### config.mk
export PLATFORM = sky130hd
export DESIGN_NAME = analog_scan_ctrl
export DESIGN_NICKNAME = d
export VERILOG_FILES = /design/src/rtl/analog_scan_ctrl.sv
export SDC_FILE = /design/constraint.sdc
export NUM_CORES = 1
export LEC_CHECK = 0
export BUFFER_PORTS_ARGS = -buffer_cell sky130_fd_sc_hd__buf_2
export CAP_MARGIN = 30
export CORE_MARGIN = 3
export CORE_UTILIZATION = 58
export CTS_BUF_LIST = sky130_fd_sc_hd__clkbuf_8
export DETAILED_ROUTE_END_ITERATION = 8
export PLACE_DENSITY = 0.85
export SLEW_MARGIN = 15
export SYNTH_ARGS = -nofsm -noshare
export SYNTH_HDL_FRONTEND = slang
export SYNTH_SLANG_ARGS = --single-unit
### constraint.sdc
create_clock -name wb_clk_i -period 2.5 [get_ports wb_clk_i]
set_clock_uncertainty 0.05 [all_clocks]
set_input_delay 0.25 -clock wb_clk_i [delete_from_list [all_inputs] [get_ports wb_clk_i]]
set_output_delay 0.25 -clock wb_clk_i [all_outputs]
set_load 0.02 [all_outputs]
### src/rtl/analog_scan_ctrl.sv
// Wishbone-programmable analog mux scan sequencer. It settles on each masked channel in turn,
// strobes the converter, captures its 8-bit result and raises a level interrupt when the scan is done.
module analog_scan_ctrl #(
  parameter int          NUM_CH   = 8,
  parameter int          SETTLE_W = 16,
  parameter logic [31:0] BASE_ADR = 32'h3000_0000
) (
  input  logic        wb_clk_i,
  input  logic        wb_rst_i,
  input  logic        wbs_cyc_i,
  input  logic        wbs_stb_i,
  input  logic        wbs_we_i,
  input  logic [3:0]  wbs_sel_i,
  input  logic [31:0] wbs_adr_i,
  input  logic [31:0] wbs_dat_i,
  output logic        wbs_ack_o,
  output logic [31:0] wbs_dat_o,
  output logic [2:0]  mux_sel_o,
  output logic        mux_en_o,
  output logic        sample_o,
  input  logic [7:0]  sample_data_i,
  output logic        irq_o
);

  typedef enum logic [2:0] {S_IDLE, S_SELECT, S_SETTLE, S_SAMPLE, S_NEXT} state_e;

  state_e              state_q;
  logic [2:0]          ch_q, mux_sel_q;
  logic [SETTLE_W-1:0] cnt_q, settle_q, settle_d;
  logic [NUM_CH-1:0]   mask_q, mask_d;
  logic                mux_en_q, sample_q, done_q, cont_q, ack_q;
  logic [31:0]         dat_q, rdata, be, wdat;
  logic [7:0]          result_q [NUM_CH];

  logic       req, hit, wr, ctrl_wr, start_w, irq_clr_w, abort_w, busy;
  logic [5:0] word, res_w;
  logic [2:0] lowest_ch, above_ch;
  logic       above_found;

  function automatic logic [2:0] lowest(input logic [NUM_CH-1:0] m);
    logic [2:0] r;
    r = '0;
    for (int i = NUM_CH - 1; i >= 0; i--) if (m[i]) r = i[2:0];
    return r;
  endfunction

  function automatic logic [3:0] next_above(input logic [NUM_CH-1:0] m, input logic [2:0] c);
    logic [3:0] r;
    r = '0;
    for (int i = NUM_CH - 1; i >= 0; i--) if (m[i] && i > int'(c)) r = {1'b1, i[2:0]};
    return r;
  endfunction

  genvar gi;
  generate
    for (gi = 0; gi < 4; gi++) begin : g_be
      assign be[gi*8 +: 8] = {8{wbs_sel_i[gi]}};
    end
  endgenerate

  assign req       = wbs_cyc_i & wbs_stb_i & ~ack_q;
  assign hit       = (wbs_adr_i[31:8] == BASE_ADR[31:8]);
  assign word      = wbs_adr_i[7:2];
  assign res_w     = word - 6'd4;
  assign wr        = req & wbs_we_i & hit;
  assign wdat      = wbs_dat_i & be;
  assign ctrl_wr   = wr && (word == 6'd0) && wbs_sel_i[0];
  assign start_w   = ctrl_wr & wbs_dat_i[0];
  assign irq_clr_w = ctrl_wr & wbs_dat_i[2];
  assign abort_w   = ctrl_wr & wbs_dat_i[3];
  assign busy      = (state_q != S_IDLE);
  assign mask_d    = (mask_q & ~be[NUM_CH-1:0]) | wdat[NUM_CH-1:0];
  assign settle_d  = (settle_q & ~be[SETTLE_W-1:0]) | wdat[SETTLE_W-1:0];
  assign lowest_ch = lowest(mask_q);
  assign {above_found, above_ch} = next_above(mask_q, ch_q);

  always_comb begin
    rdata = '0;
    if (hit) begin
      if (word == 6'd0) rdata[1] = cont_q;
      else if (word == 6'd1) rdata[NUM_CH-1:0] = mask_q;
      else if (word == 6'd2) rdata[SETTLE_W-1:0] = settle_q;
      else if (word == 6'd3) begin
        rdata[0]    = busy;
        rdata[1]    = done_q;
        rdata[10:8] = ch_q;
      end else if (word >= 6'd4 && {26'b0, res_w} < NUM_CH) rdata[7:0] = result_q[res_w[2:0]];
    end
  end

  // Bus side: MASK and SETTLE are frozen while a scan runs, so the FSM can use mask_q directly.
  always_ff @(posedge wb_clk_i) begin
    if (wb_rst_i) begin
      ack_q    <= 1'b0;
      dat_q    <= '0;
      cont_q   <= 1'b0;
      mask_q   <= '0;
      settle_q <= '0;
    end else begin
      ack_q <= req;
      dat_q <= req ? rdata : 32'h0;
      if (ctrl_wr) cont_q <= wbs_dat_i[1];
      if (wr && !busy && word == 6'd1) mask_q <= mask_d;
      if (wr && !busy && word == 6'd2) settle_q <= settle_d;
    end
  end

  // Outputs are registered and loaded on the transition into the state that asserts them.
  always_ff @(posedge wb_clk_i) begin
    if (wb_rst_i) begin
      state_q   <= S_IDLE;
      ch_q      <= '0;
      cnt_q     <= '0;
      mux_sel_q <= '0;
      mux_en_q  <= 1'b0;
      sample_q  <= 1'b0;
      done_q    <= 1'b0;
      for (int i = 0; i < NUM_CH; i++) result_q[i] <= '0;
    end else begin
      sample_q <= 1'b0;
      if (irq_clr_w) done_q <= 1'b0;
      if (state_q == S_SAMPLE) result_q[ch_q] <= sample_data_i;
      if (abort_w) begin
        state_q  <= S_IDLE;
        mux_en_q <= 1'b0;
      end else begin
        case (state_q)
          S_IDLE: if (start_w) begin
            if (mask_q != '0) begin
              ch_q      <= lowest_ch;
              mux_sel_q <= lowest_ch;
              mux_en_q  <= 1'b1;
              state_q   <= S_SELECT;
            end else begin
              done_q <= 1'b1;
            end
          end
          S_SELECT: begin
            cnt_q   <= settle_q;
            state_q <= S_SETTLE;
          end
          S_SETTLE: begin
            if (cnt_q == '0) begin
              state_q  <= S_SAMPLE;
              sample_q <= 1'b1;
            end else begin
              cnt_q <= cnt_q - SETTLE_W'(1);
            end
          end
          S_SAMPLE: state_q <= S_NEXT;
          S_NEXT: begin
            if (above_found) begin
              ch_q      <= above_ch;
              mux_sel_q <= above_ch;
              state_q   <= S_SELECT;
            end else if (cont_q) begin
              ch_q      <= lowest_ch;
              mux_sel_q <= lowest_ch;
              state_q   <= S_SELECT;
            end else begin
              state_q  <= S_IDLE;
              mux_en_q <= 1'b0;
              done_q   <= 1'b1;
            end
          end
          default: state_q <= S_IDLE;
        endcase
      end
    end
  end

  logic unused_bits;
  assign unused_bits = ^{wbs_adr_i[1:0], wdat};

  assign wbs_ack_o = ack_q;
  assign wbs_dat_o = dat_q;
  assign mux_sel_o = mux_sel_q;
  assign mux_en_o  = mux_en_q;
  assign sample_o  = sample_q;
  assign irq_o     = done_q;

endmodule

==> impl_metrics.json <==
{
  "switching_share": 0.234,
  "die_h_um": 113,
  "p_total_mw": 4.11,
  "diodes": 0,
  "slew_headroom": 0.633,
  "initialDrtViolationCount": 572,
  "irDropWorstVdd_uv": 493,
  "min_period_ns": 2.36,
  "final_nets": 838,
  "num_rows": 38,
  "routed_wl_um": 16600,
  "io_pins": 120,
  "r2r-start": "cnt_q[8]",
  "holdCritStartpoint": "wbs_dat_i[4]",
  "comb_power_share": 0.067,
  "post_drt_wl_per_cell_um": 18.3,
  "hold_path_depth": 3,
  "synth_ff_type": "dfxtp_1",
  "slew_viol_final": 0,
  "finalNonFillerCells": 907,
  "power_leakage_nw": 3.05,
  "power.density_mw_per_mm2": 533,
  "detail-route-antenna-nets": 0,
  "critPathKind": "reg -> reg",
  "layout_commonest_cell": "buf_2",
  "p_int_mw": 3.15,
  "place.gp.congestion": 0.875,
  "cts_buffers": 17,
  "worstSetupStartpointType": "flip-flop",
  "r2r_end": "cnt_q[14]",
  "worstPathRequired_ns": 2.82,
  "post_cts_buffers": 0,
  "max_freq_mhz": 424,
  "switchingPower_uw": 959,
  "gr-total-overflow": 0,
  "clock_latency_ns": 0.45,
  "worst_pin_slew_ns": 0.546,
  "drcViolationCount": 0,
  "utilization": 0.702,
  "die-area_mm2": 0.0127,
  "cts_buffer_depth": 2,
  "setup_violations": 0,
  "ys_async_sr_fraction": 0,
  "drtPass1Iterations": 5,
  "post-dp-hpwl_um": 11900,
  "placedInstanceArea_mm2": 0.00728,
  "via_count": 5438,
  "pwr-share-clk": 0.374,
  "drive_gt1_frac": 0.252,
  "cts-htree-levels": 4,
  "synth_edf_count": 64,
  "hold_path_class": "in -> reg",
  "worst-r2r-cell-count": 7,
  "cp.arrival_ns": 2.68,
  "setup-tns-final_ns": 0,
  "grt_max_degree": 38,
  "status": "completed",
  "cts_tree": "built",
  "synth_area_mm2": 0.00663,
  "clkSinkCount": 131,
  "cts_root_buf": "clkbuf_8",
  "dieWidth_um": 113,
  "start_util": 0.604,
  "core_area_mm2": 0.0110,
  "dpl.cell_count": 867,
  "r2r_slack_ns": 0.14,
  "crit_fanout": 9,
  "portBuffers": 83,
  "track_usage": 0.266,
  "path_clk_slew_ns": 0.07,
  "grt_pass1_wl_um": 26600,
  "syn_inst": 640,
  "final_design_area_no_fill_mm2": 0.00771,
  "avgViaCountPerCell": 6.00,
  "ys_ff_latch": 131,
  "maxCapViolCount": 0,
  "grt_pass1_vias": 5326,
  "fin_crit_sh": 0.944,
  "yosysWarnings": 0,
  "antenna_found_initial": 0,
  "layout_common_cells": "buf_2, nor2_1, and2_1, dfxtp_1, edfxtp_1",
  "ys_types": 67,
  "end_kind": "flip-flop",
  "pwr-share-seq": 0.559,
  "avgSynthCellArea_um2": 10.4,
  "area_growth_pct": 16.3,
  "yosysSeqAreaShare": 0.492,
  "hold_viol": 0
}
-- metrics by stage --
| stage | hold slack, ns | worst slack [ns] |
|---|---|---|
| global placement | 0.411 | 0.139 |
| detailed placement | 0.408 | -0.0143 |
| floorplan | 0.310 | 0.219 |
| finish | 0.0314 | 0.140 |
| global route | 0.0207 | -0.00320 |
| CTS | 0.00150 | 0.0820 |
-- cell usage after synthesis (4+ instances only) --
cell type   n  area [um^2]
nand2_1    53          199
nand2b_1   10         62.6
edfxtp_1   64         1920
nand3_1     4         20.0
a31oi_1     7         43.8
a211o_1     4         35.0
nor2_1     73          274
nor3_1     15         75.1
o21ai_1    10         50.1
o31ai_1     4         30.0
clkbuf_1   25         93.8
o31a_1      7         61.3
inv_1       8         30.0
o21ai_0    12         60.1
nor4_1      8         50.1
mux4_2     16          360
dfxtp_1    67         1340
buf_4      16          120
or3_1       4         25.0
mux2i_1    35          350
and2_1     71          444
a211oi_1   10         75.1
a21oi_1    26          130
or2_2      12         75.1
nand3b_1    4         30.0
nand4_1     6         37.5
-- how the worst max path moves through the flow --
stage / depth (start not counted) / to / slack, ns / startpoint
after floorplan: 9 / flip-flop / 0.22 / wbs_adr_i[4]
after global placement: 9 / cnt_q[14] / 0.14 / cnt_q[0]
after detailed placement: 9 / cnt_q[14] / -0.01 / cnt_q[0]
after CTS: 9 / cnt_q[14] / 0.08 / cnt_q[0]
after global routing: 9 / cnt_q[14] / -0.003 / cnt_q[0]
final: 7 / cnt_q[14] / 0.14 / cnt_q[8]
-- power by group through the flow --
stage / clock network, mW / logic [mW] / registers, mW
after floorplan: 0 / 0.167 / 2.34
after global placement: 0 / 0.256 / 2.34
after detailed placement: 0 / 0.262 / 2.34
after CTS: 1.56 / 0.272 / 2.29
after global routing: 1.64 / 0.296 / 2.30
final: 1.54 / 0.275 / 2.29
-- what timing repair did --
item                       CTS  global route
resized for setup            1             1
hold buffers                 8             0
hold endpoints to repair     9             0
pin swaps                    0             0
setup endpoints to repair    5             1
-- worst max-delay path: stages, from the launching register on --
cell and delay (ns):
dfxtp_1 0.33, or3_4 0.40, or3_1 0.45, nor4_4 0.39
a211o_1 0.21, buf_4 0.18, o21ai_0 0.11, a21oi_1 0.16
-- final cells by class --
cell class | instances | area [um^2]
Fill cell | 763 | 3280
Clock inverter | 15 | 100
Timing Repair Buffer | 130 | 788
Clock buffer | 17 | 234
Inverter | 9 | 33.8
Sequential cell | 131 | 3260
Tap cell | 140 | 175
Multi-Input combinational cell | 465 | 3110
-- layer usage --
layer  part of all wire  track usage  vias to the layer above  routed length, um
met5                  0            0                        -                  0
met3               0.10       0.0684                       42               1650
met2               0.46        0.409                      287               7580
met1               0.42        0.366                     2578               6910
li1                   -            -                     2531                  -
met4              0.026        0.102                        0                435
-- cells by family after synthesis --
kind of cell / Yosys count / synth area share
AND/OR/NAND/NOR: 285 / 0.234
flip-flops: 131 / 0.492
multiplexers: 53 / 0.111
buffers and inverters: 59 / 0.0481
XOR/XNOR: 2 / 0.00264
adder cells (fa/ha/maj): 3 / 0.00566
other: 1 / 0.000566
AO/OA/AOI/OAI: 106 / 0.106
Note: power is estimated with default switching activity, not from simulation.
